### src/rtl/armleocpu_decode_operand_if.sv
// Fetch->decode and decode->execute valid/ready channels of the decode/operand stage.
// master is the surrounding pipeline (fetch + execute side), slave is the decode stage.
interface armleocpu_decode_operand_if;
  logic        f2d_valid;
  logic        f2d_ready;
  logic [31:0] f2d_instr;
  logic [31:0] f2d_pc;
  logic        d2e_valid;
  logic        d2e_ready;
  logic [31:0] d2e_instr;
  logic [31:0] d2e_pc;
  logic [31:0] d2e_rs1_data;
  logic [31:0] d2e_rs2_data;

  modport master (
    output f2d_valid, f2d_instr, f2d_pc, d2e_ready,
    input  f2d_ready, d2e_valid, d2e_instr, d2e_pc, d2e_rs1_data, d2e_rs2_data
  );

  modport slave (
    input  f2d_valid, f2d_instr, f2d_pc, d2e_ready,
    output f2d_ready, d2e_valid, d2e_instr, d2e_pc, d2e_rs1_data, d2e_rs2_data
  );
endinterface

### src/rtl/armleocpu_decode_operand.sv
// Decode/operand-fetch stage: holds one instruction, resolves operands with writeback
// bypass, and tracks in-flight destination registers in a scoreboard.
module armleocpu_decode_operand #(
    parameter bit BYPASS = 1'b1
) (
    input  logic        clk,
    input  logic        async_rst_n,
    armleocpu_decode_operand_if.slave pipe,
    output logic [4:0]  rs1_addr,
    input  logic [31:0] rs1_rdata,
    output logic [4:0]  rs2_addr,
    input  logic [31:0] rs2_rdata,
    input  logic [4:0]  wb_rd_addr,
    input  logic [31:0] wb_rd_wdata,
    input  logic        wb_rd_write,
    input  logic        kill
);

    typedef enum logic [6:0] {
        OPC_LUI    = 7'b0110111,
        OPC_AUIPC  = 7'b0010111,
        OPC_JAL    = 7'b1101111,
        OPC_JALR   = 7'b1100111,
        OPC_BRANCH = 7'b1100011,
        OPC_LOAD   = 7'b0000011,
        OPC_STORE  = 7'b0100011,
        OPC_OP_IMM = 7'b0010011,
        OPC_OP     = 7'b0110011,
        OPC_SYSTEM = 7'b1110011
    } opcode_e;

    logic        held_q;
    logic [31:0] instr_q;
    logic [31:0] pc_q;
    logic [31:1] pending_q;
    logic [31:1] pending_d;
    logic [31:0] pend_full;

    logic [4:0]  rd;
    logic [2:0]  funct3;
    logic        writes_rd, uses_rs1, uses_rs2;
    logic        match_1, match_2, wb_hits_rd;
    logic        raw_1, raw_2, waw, hazard;
    logic        issue, accept;

    assign rs1_addr  = instr_q[19:15];
    assign rs2_addr  = instr_q[24:20];
    assign rd        = instr_q[11:7];
    assign funct3    = instr_q[14:12];
    // x0 has no scoreboard bit; it reads as never pending
    assign pend_full = {pending_q, 1'b0};

    always_comb begin
        writes_rd = 1'b0;
        uses_rs1  = 1'b0;
        uses_rs2  = 1'b0;
        case (opcode_e'(instr_q[6:0]))
            OPC_LUI, OPC_AUIPC, OPC_JAL: writes_rd = 1'b1;
            OPC_JALR, OPC_LOAD, OPC_OP_IMM: begin
                writes_rd = 1'b1;
                uses_rs1  = 1'b1;
            end
            OPC_OP: begin
                writes_rd = 1'b1;
                uses_rs1  = 1'b1;
                uses_rs2  = 1'b1;
            end
            OPC_BRANCH, OPC_STORE: begin
                uses_rs1 = 1'b1;
                uses_rs2 = 1'b1;
            end
            OPC_SYSTEM: begin
                writes_rd = (funct3 != 3'd0);
                uses_rs1  = (funct3 == 3'd1) || (funct3 == 3'd2) || (funct3 == 3'd3);
            end
            default: ;
        endcase
        if (rd == 5'd0)
            writes_rd = 1'b0;
    end

    assign match_1    = BYPASS && wb_rd_write && (wb_rd_addr == rs1_addr) && (rs1_addr != 5'd0);
    assign match_2    = BYPASS && wb_rd_write && (wb_rd_addr == rs2_addr) && (rs2_addr != 5'd0);
    assign wb_hits_rd = wb_rd_write && (wb_rd_addr == rd);

    assign raw_1  = uses_rs1 && pend_full[rs1_addr] && !match_1;
    assign raw_2  = uses_rs2 && pend_full[rs2_addr] && !match_2;
    assign waw    = writes_rd && pend_full[rd] && !wb_hits_rd;
    assign hazard = raw_1 || raw_2 || waw;

    assign pipe.d2e_valid = held_q && !hazard && !kill;
    assign issue          = pipe.d2e_valid && pipe.d2e_ready;
    assign pipe.f2d_ready = !kill && (!held_q || issue);
    assign accept         = pipe.f2d_valid && pipe.f2d_ready;

    assign pipe.d2e_instr    = instr_q;
    assign pipe.d2e_pc       = pc_q;
    assign pipe.d2e_rs1_data = (rs1_addr == 5'd0) ? '0 : (match_1 ? wb_rd_wdata : rs1_rdata);
    assign pipe.d2e_rs2_data = (rs2_addr == 5'd0) ? '0 : (match_2 ? wb_rd_wdata : rs2_rdata);

    // Set is applied after clear so an issue to the register being written back keeps it pending
    always_comb begin
        pending_d = pending_q;
        for (int unsigned i = 1; i < 32; i++) begin
            if (wb_rd_write && (wb_rd_addr == 5'(i)))
                pending_d[i] = 1'b0;
            if (issue && writes_rd && (rd == 5'(i)))
                pending_d[i] = 1'b1;
        end
    end

    always_ff @(posedge clk or negedge async_rst_n) begin
        if (!async_rst_n) begin
            held_q    <= 1'b0;
            instr_q   <= '0;
            pc_q      <= '0;
            pending_q <= '0;
        end else begin
            pending_q <= pending_d;
            if (kill) begin
                held_q <= 1'b0;
            end else if (accept) begin
                held_q  <= 1'b1;
                instr_q <= pipe.f2d_instr;
                pc_q    <= pipe.f2d_pc;
            end else if (issue) begin
                held_q <= 1'b0;
            end
        end
    end

endmodule

### src/flat_wrapper.sv
// flat-port wrapper written by rule: the top's interface ports become plain ports
module armleocpu_decode_operand_flat 
#(
    parameter bit BYPASS = 1'b1
)
  (clk, async_rst_n, rs1_addr, rs1_rdata, rs2_addr, rs2_rdata, wb_rd_addr, wb_rd_wdata, wb_rd_write, kill, pipe_f2d_valid, pipe_f2d_instr, pipe_f2d_pc, pipe_d2e_ready, pipe_f2d_ready, pipe_d2e_valid, pipe_d2e_instr, pipe_d2e_pc, pipe_d2e_rs1_data, pipe_d2e_rs2_data);
  armleocpu_decode_operand_if pipe_i ();
  input  logic clk;
  input  logic async_rst_n;
  output logic [4:0] rs1_addr;
  input  logic [31:0] rs1_rdata;
  output logic [4:0] rs2_addr;
  input  logic [31:0] rs2_rdata;
  input  logic [4:0] wb_rd_addr;
  input  logic [31:0] wb_rd_wdata;
  input  logic wb_rd_write;
  input  logic kill;
  input wire logic [$bits(pipe_i.f2d_valid)-1:0] pipe_f2d_valid;
  input wire logic [$bits(pipe_i.f2d_instr)-1:0] pipe_f2d_instr;
  input wire logic [$bits(pipe_i.f2d_pc)-1:0] pipe_f2d_pc;
  input wire logic [$bits(pipe_i.d2e_ready)-1:0] pipe_d2e_ready;
  output wire logic [$bits(pipe_i.f2d_ready)-1:0] pipe_f2d_ready;
  output wire logic [$bits(pipe_i.d2e_valid)-1:0] pipe_d2e_valid;
  output wire logic [$bits(pipe_i.d2e_instr)-1:0] pipe_d2e_instr;
  output wire logic [$bits(pipe_i.d2e_pc)-1:0] pipe_d2e_pc;
  output wire logic [$bits(pipe_i.d2e_rs1_data)-1:0] pipe_d2e_rs1_data;
  output wire logic [$bits(pipe_i.d2e_rs2_data)-1:0] pipe_d2e_rs2_data;
  assign pipe_i.f2d_valid = pipe_f2d_valid;
  assign pipe_i.f2d_instr = pipe_f2d_instr;
  assign pipe_i.f2d_pc = pipe_f2d_pc;
  assign pipe_i.d2e_ready = pipe_d2e_ready;
  assign pipe_f2d_ready = pipe_i.f2d_ready;
  assign pipe_d2e_valid = pipe_i.d2e_valid;
  assign pipe_d2e_instr = pipe_i.d2e_instr;
  assign pipe_d2e_pc = pipe_i.d2e_pc;
  assign pipe_d2e_rs1_data = pipe_i.d2e_rs1_data;
  assign pipe_d2e_rs2_data = pipe_i.d2e_rs2_data;
  armleocpu_decode_operand #(.BYPASS(BYPASS)) u_core (.clk(clk), .async_rst_n(async_rst_n), .pipe(pipe_i), .rs1_addr(rs1_addr), .rs1_rdata(rs1_rdata), .rs2_addr(rs2_addr), .rs2_rdata(rs2_rdata), .wb_rd_addr(wb_rd_addr), .wb_rd_wdata(wb_rd_wdata), .wb_rd_write(wb_rd_write), .kill(kill));
endmodule
### config.mk
export PLATFORM = sky130hd
export DESIGN_NAME = armleocpu_decode_operand_flat
export DESIGN_NICKNAME = d
export VERILOG_FILES = /design/src/rtl/armleocpu_decode_operand_if.sv /design/src/rtl/armleocpu_decode_operand.sv /design/src/flat_wrapper.sv
export SDC_FILE = /design/constraint.sdc
export NUM_CORES = 1
export LEC_CHECK = 0
export CAP_MARGIN = 15
export CORE_MARGIN = 3
export CORE_UTILIZATION = 42
export DETAILED_ROUTE_END_ITERATION = 16
export GPL_TIMING_DRIVEN = 0
export PLACE_DENSITY = 0.85
export SYNTH_ARGS = -nofsm -noshare
export SYNTH_HDL_FRONTEND = slang
export SYNTH_SLANG_ARGS = --single-unit
export TNS_END_PERCENT = 10
### constraint.sdc
create_clock -name clk -period 6.03 [get_ports clk]
set_clock_uncertainty 0.1 [all_clocks]
set_input_delay 0.603 -clock clk [delete_from_list [all_inputs] [get_ports clk]]
set_output_delay 0.603 -clock clk [all_outputs]
set_load 0.005 [all_outputs]
==> After elaboration in Yosys (flattened, before gate mapping) <==
Cells that the tools add are included.
Widths: inputs -> output; s select.
{ "totals": {"ff_bits": 96, "mem_count": 0, "ramBits": 0, "latch_bits": 0, "inputBits": 171, "wordCells": 327, "out_inout_bits": 140, "romBits": 0} }
{ "op_classes": {"mul": 0, "shift": 0, "n_reduce_logical": 132, "n_bitwise": 1, "div_mod_pow": 0, "n_addsub": 0, "magnitude_cmp": 3, "n_eq_ne": 78, "muxes": 79} }
{ "op_table": {"columns": ["op", "n"], "rows": [
  ["$eq 5x5->1 const B", 32],
  ["$mux 32", 4],
  ["$eq 5x4->1 const B", 16],
  ["$logic_and 1x1->1", 79],
  ["$mux 1", 70],
  ["$reduce_bool 2->1", 31],
  ["$eq 5x3->1 const B", 8],
  ["$eq 7x7->1 const B", 4],
  ["$eq 7x6->1 const B", 3],
  ["$eq 5x2->1 const B", 4],
  ["$lt 5x6->1 const B", 3],
  ["$bmux 1 s5", 3],
  ["$eq 5x5->1", 3],
  ["$logic_not 5->1", 3],
  ["$eq 7x5->1 const B", 2],
  ["$eq 5x1->1 const B", 2],
  ["$reduce_bool 5->1", 2],
  ["$eq 7x2->1 const B", 1],
  ["$reduce_or 7->1", 1],
  ["$eq 3x2->1 const B", 2],
  ["$logic_not 1->1", 6],
  ["$reduce_bool 3->1", 2],
  ["$reduce_or 6->1", 1],
  ["$logic_or 1x1->1", 5],
  ["other kinds (5)", 6]
]} }

==> Logic depth before layout (Yosys ltp) <==
Gate-level depths: netlist of the first run.
{ "logic_depth": {"ltp_word": 17, "mapped_depth": 11, "ltp_nobuf": 7} }

==> Worst setup path after synthesis of the first run <==
Ideal clock, no wire load.
{ "synth_timing": {"kind": "register to register", "startpoint": "register u_core.instr_q[16], in the netlist u_core.pipe.d2e_instr[16]", "endpoint": "register u_core.instr_q[0], in the netlist u_core.pipe.d2e_instr[0]", "period_less_slack_ns": 3.086, "stages_incl_launch_ff": 12, "slack_ns": 2.944, "arrival_time_ns": 2.861, "path_buffers": 4, "cell_sequence": "dfrtp_1 buf_2 or2_1 or4_1 buf_2 and4_4 or3_1 o2bb2a_4 a32o_1 buf_6 buf_6 mux2_4"} }
{ "synth_via": {"elab_chain_cells": 15, "elab_cells_between_ends": 19, "cone_classes": "1 x eq/ne; 2 x mux; 16 x reduce/logical"} }
{ "synth_rtl": {"columns": ["item", "line_no", "source"], "rows": [
  ["from (decl)", "armleocpu_decode_operand.sv:33", "logic [31:0] instr_q;"],
  ["from (signal assigned)", "armleocpu_decode_operand.sv:124", "instr_q <= pipe.f2d_instr;"],
  ["parallel branches: the longest is 4 deep, another holds $bmux 1 s5", null, null],
  ["$logic_and 1x1->1 (*)", "armleocpu_decode_operand.sv:86", "assign raw_1 = uses_rs1 && pend_full[rs1_addr] && !match_1;"],
  ["$logic_or 1x1->1 (*) (2 in a row)", "armleocpu_decode_operand.sv:89", "assign hazard = raw_1 || raw_2 || waw;"],
  ["$logic_not 1->1 (*)", "armleocpu_decode_operand.sv:91", "assign pipe.d2e_valid = held_q && !hazard && !kill;"],
  ["$logic_and 1x1->1 (*) (2 in a row)", "armleocpu_decode_operand.sv:91", null],
  ["$logic_and 1x1->1 (*)", "armleocpu_decode_operand.sv:92", "assign issue = pipe.d2e_valid && pipe.d2e_ready;"],
  ["$logic_or 1x1->1 (*)", "armleocpu_decode_operand.sv:93", "assign pipe.f2d_ready = !kill && (!held_q || issue);"],
  ["$logic_and 1x1->1 (*)", "armleocpu_decode_operand.sv:93", null],
  ["$logic_and 1x1->1 (*)", "armleocpu_decode_operand.sv:94", "assign accept = pipe.f2d_valid && pipe.f2d_ready;"],
  ["$reduce_and 2->1 (no line) (*)", null, null]
]} }
Every way passes the cells marked *. The select of a mux whose other input is x is not followed.
A chain may end at the register's enable or synchronous reset.

==> Worst setup path after layout of the first run <==
{ "layout_timing": {"startpoint": "input wb_rd_addr[3]", "endpoint": "output pipe_d2e_rs2_data[2]"} }
{ "layout_via": {"elab_chain_cells": 5} }
{ "layout_rtl": {"columns": ["item", "line_no", "source"], "rows": [
  ["from (decl)", "flat_wrapper.sv:14", "input logic [4:0] wb_rd_addr;"],
  ["$eq 5x5->1", "armleocpu_decode_operand.sv:83", "assign match_2 = BYPASS && wb_rd_write && (wb_rd_addr == rs2_addr) && (rs2_addr != 5'd0);"],
  ["$logic_and 1x1->1 (2 in a row)", "armleocpu_decode_operand.sv:83", null],
  ["$mux 32 (2 in a row)", "armleocpu_decode_operand.sv:99", "assign pipe.d2e_rs2_data = (rs2_addr == 5'd0) ? '0 : (match_2 ? wb_rd_wdata : rs2_rdata);"],
  ["to (decl)", "flat_wrapper.sv:27", "output wire logic [$bits(pipe_i.d2e_rs2_data)-1:0] pipe_d2e_rs2_data;"]
]} }
Every way passes these cells.

==> impl_results.md, run 1 <==
* Status: completed
* Via count at ~6.7k
* Die ar. at 0.01656 mm^2
* Pwr dens at roughly 250 mW/mm^2
* Critical Path End Type: primary output
* Routed Antenna Nets at 0
* Post_cts resized at 0
* Clock latency on the worst-skew pair at roughly 0.35 ns
* Via density at 5.669
* CTS clock-pin slew for the worst setup and hold paths at 0.08 ns
* Post-DP Area at slightly below 0.01 mm^2
* Pin count of the biggest net entering global routing at 63
* Post-Syn Area at 0.006322 mm^2
* Avg WL per Cell at 21.39 um
* Worst reg2reg setup slack at around 2.5 ns
* Placer congestion estimate at 0.9615
* Clk buf depth at 2
* Final Hold Viols at 0
* CTS Root Cell: clkbuf_16
* Syn_nets at 833
* Time the worst path needs with I/O delays and setup at 4.392 ns
* H-Tree Depth at 3
* GRT Util Overall at 29.05%
* Port buffer count at 307
* F_max at 227.7 MHz
* Post-Syn Area per Cell at 9.550 um^2
* Cts hold-fix bufs at 0
* Slew @ Worst Pin at 0.6577 ns
* Slew headroom at 56.15%
* Dpl hpwl at between 15,000 and 20,000 um
* DIE WIDTH at 128.7 um
* I/O pin cnt at 311
* Critical Path Source Type: primary input
* RR Startpoint: u_core.pipe.d2e_instr[11]
* # rows at 44
* Endpoint arrival time on the critical path at 3.69 ns
* RSZ-0062 raised after global routing: no
* Worst reg-to-reg path cell count at 9
* Final Cell Area at 0.009970 mm^2
* Crit-path max FO at 10
* # DRC at 0
* Max Cap Viol at 0
* Setup TNS at 0 ns
* Post-synth EDFFs at 0
* Synthesized flop and latch total at 96
* Chip height at 128.7 um
* Iter 0 DRT Violations at 665
* Layout cells sized above 1 at 13.49%
* DRT Wirelength at 25,090 um
* Async SR Flop Fraction at 100.0%
* Via count of the first global-routing pass at 6,687
* Setup repair bufs after CTS at 0
* P&R area growth vs syn at 57.69%
* Core area at 0.01464 mm^2
* 1st-pass router iterations at 5
* Max VDD drop at 207.6 uV
* CTS Buf Count at 9
* Yosys warnings at 0
* Worst EP required at 5.33 ns
* Initial antenna violation count at 3
* CTS tree: built
* Main synth FF type: dfrtp_1
* Fin util at 68.08%
* Sequential area share after synthesis at 38.00%
* Yosys cell types at 49
* Crit share post-route at 72.84%
* Layout Nets at around 1.2k
* Clock sink total at 96
* Global-route wire length before repair at between 30,000 and 40,000 um
* Initial Util at approximately 43%
* Setup violations, final at 0
* Hold Path Class: in -> async
* RR Endpoint: u_core.pending_q[24]
* Static Leak at 4.134 nW
* Post-Synthesis Cells at 662
* GRT overflow at 0
* Slew Limit Fails at 0
* Worst setup path class: in -> out
## power by group
group | total [mW] | switching (mW) | internal, mW
Sequential | 0.823 | 0.0876 | 0.736
Combinational | 1.02 | 0.409 | 0.609
Clock | 0.604 | 0.275 | 0.328
## worst max-delay path by stage
| stage | startpoint | endpoint | cells after the start |
|---|---|---|---|
| after floorplan | u_core.pipe.d2e_instr[16] | u_core.pipe.d2e_instr[0] | 11 |
| after global placement | async_rst_n | u_core.pipe.d2e_instr[22] | 1 |
| after detailed placement | wb_rd_addr[3] | pipe_d2e_rs2_data[2] | 10 |
| after CTS | wb_rd_addr[3] | pipe_d2e_rs2_data[2] | 10 |
| after global routing | wb_rd_addr[3] | pipe_d2e_rs2_data[2] | 10 |
| final | wb_rd_addr[3] | pipe_d2e_rs2_data[2] | 10 |
## metrics by stage
step / std cells / total power, mW / hold slack, ns / setup slack, ns
after floorplan: 662 / 1.268 / 0.2074 / 2.944
after global placement: 1153 / 1.812 / 0.3905 / 0.7141
after detailed placement: 1154 / 1.843 / 0.3983 / 1.675
after CTS: 1170 / 2.445 / 0.1158 / 1.662
after global routing: 1173 / 2.548 / 0.1343 / 1.338
final: 1173 / 2.446 / 0.1021 / 1.638
## metal layers
metal	wire [um]	track usage, %	vias up
met5	0	0	-
met4	966	11.43	0
met3	2186	6.434	65
met2	13140	52.77	401
met1	8798	33.05	3197
li1	-	-	2987
## flip-flops by register name, indices dropped and copies added (netlist names)
name	flops
u_core.held_q	1
u_core.pending_q	31
u_core.pipe.d2e_instr	32
u_core.pipe.d2e_pc	32
## kinds of logic (layout without fill, tap and decap cells)
family | Yosys count | in the layout | synth area share (%)
simple gates | 228 | 228 | 16.56
buf+inv | 72 | 396 | 5.838
mux | 98 | 98 | 22.82
other cells | 0 | 3 | 0
compound gates | 153 | 153 | 14.70
xor+xnor | 15 | 15 | 2.078
flops | 96 | 96 | 38.00
## worst max-delay path: stages
cell	delay [ns]
clkdlybuf4s50_1	0.49
clkbuf_1	0.45
xor2_1	0.13
nor4_1	0.16
and4_1	0.25
clkbuf_1	0.37
clkbuf_1	0.41
nand2_1	0.12
o21ai_0	0.15
clkdlybuf4s50_1	0.57
## Yosys cell counts (2+ instances only)
cell,number,area (um^2)
mux2i_1,17,170.2
or4_1,2,15.01
dfrtp_1,96,2402
o211ai_1,2,15.01
o31ai_1,25,187.7
buf_2,7,35.03
a2111oi_0,3,26.28
o21ai_0,96,480.5
a221o_1,2,20.02
nand3_1,9,45.04
mux2_2,9,101.4
nand4b_1,2,17.52
xnor2_1,3,26.28
o41ai_1,8,70.07
nand3b_1,7,52.55
a31oi_1,3,18.77
buf_6,7,78.83
nor4_1,3,18.77
mux4_2,12,270.3
xor2_1,12,105.1
nand2b_1,10,62.56
clkbuf_1,40,150.1
a21oi_1,5,25.02
nor2_1,11,41.29
nand2_1,149,559.3
or2_2,7,43.79
buf_4,10,75.07
or3_1,3,18.77
o22ai_1,2,12.51
nor2b_1,9,56.30
buf_1,2,7.510
o311ai_0,2,17.52
nand4_1,7,43.79
mux2_4,60,900.9
inv_1,6,22.52
## cells in the final DEF (no fill, tap or decap), types with 3 or more instances in the layout
cell,instances
a2111oi_0,3
a21oi_1,5
a31oi_1,3
buf_2,7
buf_4,11
buf_6,7
clkbuf_1,40
clkbuf_16,9
clkdlybuf4s50_1,306
clkinvlp_4,3
dfrtp_1,96
diode_2,3
inv_1,6
mux2_2,9
mux2_4,60
mux2i_1,17
mux4_2,12
nand2_1,149
nand2b_1,10
nand3_1,9
nand3b_1,7
nand4_1,7
nor2_1,11
nor2b_1,9
nor4_1,3
o21ai_0,96
o31ai_1,25
o41ai_1,8
or2_2,7
or3_1,3
xnor2_1,3
xor2_1,12
## layout make-up
cell class | instances | area [um^2]
multi-input cells | 494 | 3551
flip-flops and latches | 96 | 2402
inverters | 6 | 22.52
fillers | 1123 | 4674
diodes | 3 | 7.507
clock buffers | 9 | 225.2
repair buffers | 308 | 3098
well taps | 184 | 230.2
plain buffers | 66 | 346.6
clock inverters | 7 | 86.33
(Power assumes the default switching activity.)
==> run 2: changes to the inputs <==
Settings changed: CORE_UTILIZATION 42 to 41, PLACE_DENSITY 0.85 to 0.83.
Clock period 6.03 ns to 4.05 ns, I/O delays scaled along.
==> impl_results.md, run 2 (synthesis gave the netlist of run 1 again) <==
* Status: finished, violations left
* Failing checks: negative hold slack
* Dpl hpwl at 19,700 um (-0.52%)
* CTS tree: built
* Setup TNS at 0 ns (unchanged)
* # DRC at 0 (unchanged)
* F_max at 253.3 MHz
* Clk buf depth at 2 (unchanged)
* Hold Path Class: in -> async
* RSZ-0062 raised after global routing: yes
* Port buffer count at 307 (unchanged)
* Critical Path Source Type: flop
* Global-route wire length before repair at 36,470 um (-2.3%)
* CTS clock-pin slew for the worst setup and hold paths at 0.07 ns (about the same)
* DIE WIDTH at 130.2 um (+1.2%)
* Crit share post-route at 97.46%
* Final Hold Viols at 21 (+21)
* # rows at 44 (unchanged)
* Via count of the first global-routing pass at 6,526 (-2.4%)
* Buf/Inv on CP at 5 (unchanged)
* Initial antenna violation count at 4 (+1)
* Pin count of the biggest net entering global routing at 51 (-19%)
* Worst setup path class: reg -> out
* Via density at 5.695 (+0.45%)
* Post-DP Area at 0.009651 mm^2 (unchanged)
* DRT Wirelength at 25,020 um (-0.28%)
* Cell family with most CP delay: buffers and inverters
* Time the worst path needs with I/O delays and setup at a little under 4 ns
* Routed Antenna Nets at 0 (unchanged)
* Max VDD drop at 249.2 uV (+20%)
* Slew Limit Fails at 0 (unchanged)
* CP cell instances: buf_2 -> or2_1 -> or4_1 -> buf_2 -> and4_4 -> clkbuf_1 -> clkbuf_1 -> o21ai_0 -> clkdlybuf4s50_1
* Static Leak at 4.164 nW (+0.72%)
* Avg WL per Cell at 21.35 um (-0.19%)
* 1st-pass router iterations at 6 (+1)
* Endpoint arrival time on the critical path at 3.44 ns (-0.25 ns)
* Cts hold-fix bufs at 0 (unchanged)
* Max Cap Viol at 0 (unchanged)
* Slowest CP cell: clkdlybuf4s50_1
* H-Tree Depth at 3 (unchanged)
* Setup repair bufs after CTS at 0 (unchanged)
* Layout Nets at 1,150 (-0.17%)
* P&R area growth vs syn at 57.87%
* Slew @ Worst Pin at 0.6808 ns (+0.02313 ns)
* Most frequent cells in the layout: clkdlybuf4s50_1, nand2_1, dfrtp_1, o21ai_0, mux2_4
* Clock sink total at 96 (unchanged)
* Max incr delay on CP at 0.57 ns (about the same)
* Pwr dens at 358.4 mW/mm^2 (+46%)
* Iter 0 DRT Violations at 694 (+4.4%)
* Min Hold Slack at -0.02678 ns (-0.1288 ns)
* Slew headroom at 54.61% (-1.5 points)
* Total power at 3.577 mW (+46%)
* Crit-path max FO at 10 (unchanged)
* Via count at 6,674 (+0.36%)
* Final Cell Area at 0.009981 mm^2 (+0.11%)
* I/O pin cnt at 311 (unchanged)
* Critical Path End Type: primary output
* Placer congestion estimate at 1.001 (+4.1%)
* Die ar. at 0.01695 mm^2 (+2.3%)
* Layout cells sized above 1 at 14.43% (+0.94 points)
* Worst reg-to-reg path cell count at 9 (unchanged)
* Levels on crit path at 9 (-1)
* CTS Root Cell: clkbuf_16
* Setup violations, final at 0 (unchanged)
* Core area at 0.01481 mm^2 (+1.1%)
* Leading cell type in the layout, fill and taps excluded: clkdlybuf4s50_1
* Initial Util at 42.69% (-0.48 points)
* Clock latency on the worst-skew pair at 0.35 ns (about the same)
* GRT Util Overall at 27.98% (-1.1 points)
* GRT overflow at 0 (unchanged)
* Chip height at 130.2 um (+1.2%)
* CTS Buf Count at 9 (unchanged)
* Worst EP required at 3.54 ns (-1.79 ns)
==> run 2: report_power, final <==
part | switching, mW | internal (mW)
Sequential | 0.141 | 1.10
Combinational | 0.597 | 0.910
Clock | 0.404 | 0.429
==> run 2: repair_timing <==
item	in CTS	in global routing
endpoints found under the setup margin	5	34
resized for setup	2	21
pin swaps	0	1
==> run 2: metal layers <==
metal | GRT usage [%] | vias to the layer above | part of all wire (%)
met5 | 0 | - | 0
met3 | 6.140 | 72 | 9.4
met2 | 49.49 | 386 | 51
met4 | 11.92 | 0 | 3.6
li1 | - | 2996 | -
met1 | 32.63 | 3220 | 36
==> run 2: final timing paths <==
path,from,endpoint,slack (ns)
max reg2reg,u_core.pipe.d2e_instr[11],u_core.pending_q[4],0.66
min reg2reg,u_core.pipe.d2e_pc[3],u_core.pipe.d2e_pc[3],0.41
max in group asynchronous,async_rst_n,u_core.pending_q[22],3.21
min in group clk,u_core.pipe.d2e_pc[3],u_core.pipe.d2e_pc[3],0.41
max,u_core.pipe.d2e_instr[16],pipe_d2e_rs1_data[30],0.10
min,async_rst_n,u_core.pipe.d2e_instr[30],-0.03
==> run 2: through the flow <==
| stage | std cells | setup slack (ns) | utilization (%) |
|---|---|---|---|
| 2_1_floorplan | 662 | 0.9641 | - |
| 3_3_place_gp | 1153 | -1.085 | 65.00 |
| 3_5_place_dp | 1154 | -0.08436 | 65.17 |
| 4_1_cts | 1169 | 0.002402 | 67.12 |
| 5_1_grt | 1172 | -0.01199 | 67.40 |
| 6_report | 1172 | 0.1028 | 67.40 |
==> run 2: area by class of cell <==
cell class / count / area (um^2)
timing repair buffer: 308 / 3098
sequential: 96 / 2402
multi-input combinational: 494 / 3577
clock inverter: 7 / 66.31
buffer: 64 / 349.1
clock buffer: 9 / 225.2
fill: 1134 / 4828
tap: 184 / 230.2
antenna: 4 / 10.01
inverter: 6 / 22.52
==> run 3: changes to the inputs <==
Settings changed: CTS_CLUSTER_DIAMETER from default to 150.
==> results of run 3 <==
Same layout as run 2: the final DEF is identical, and so are final timing and power.
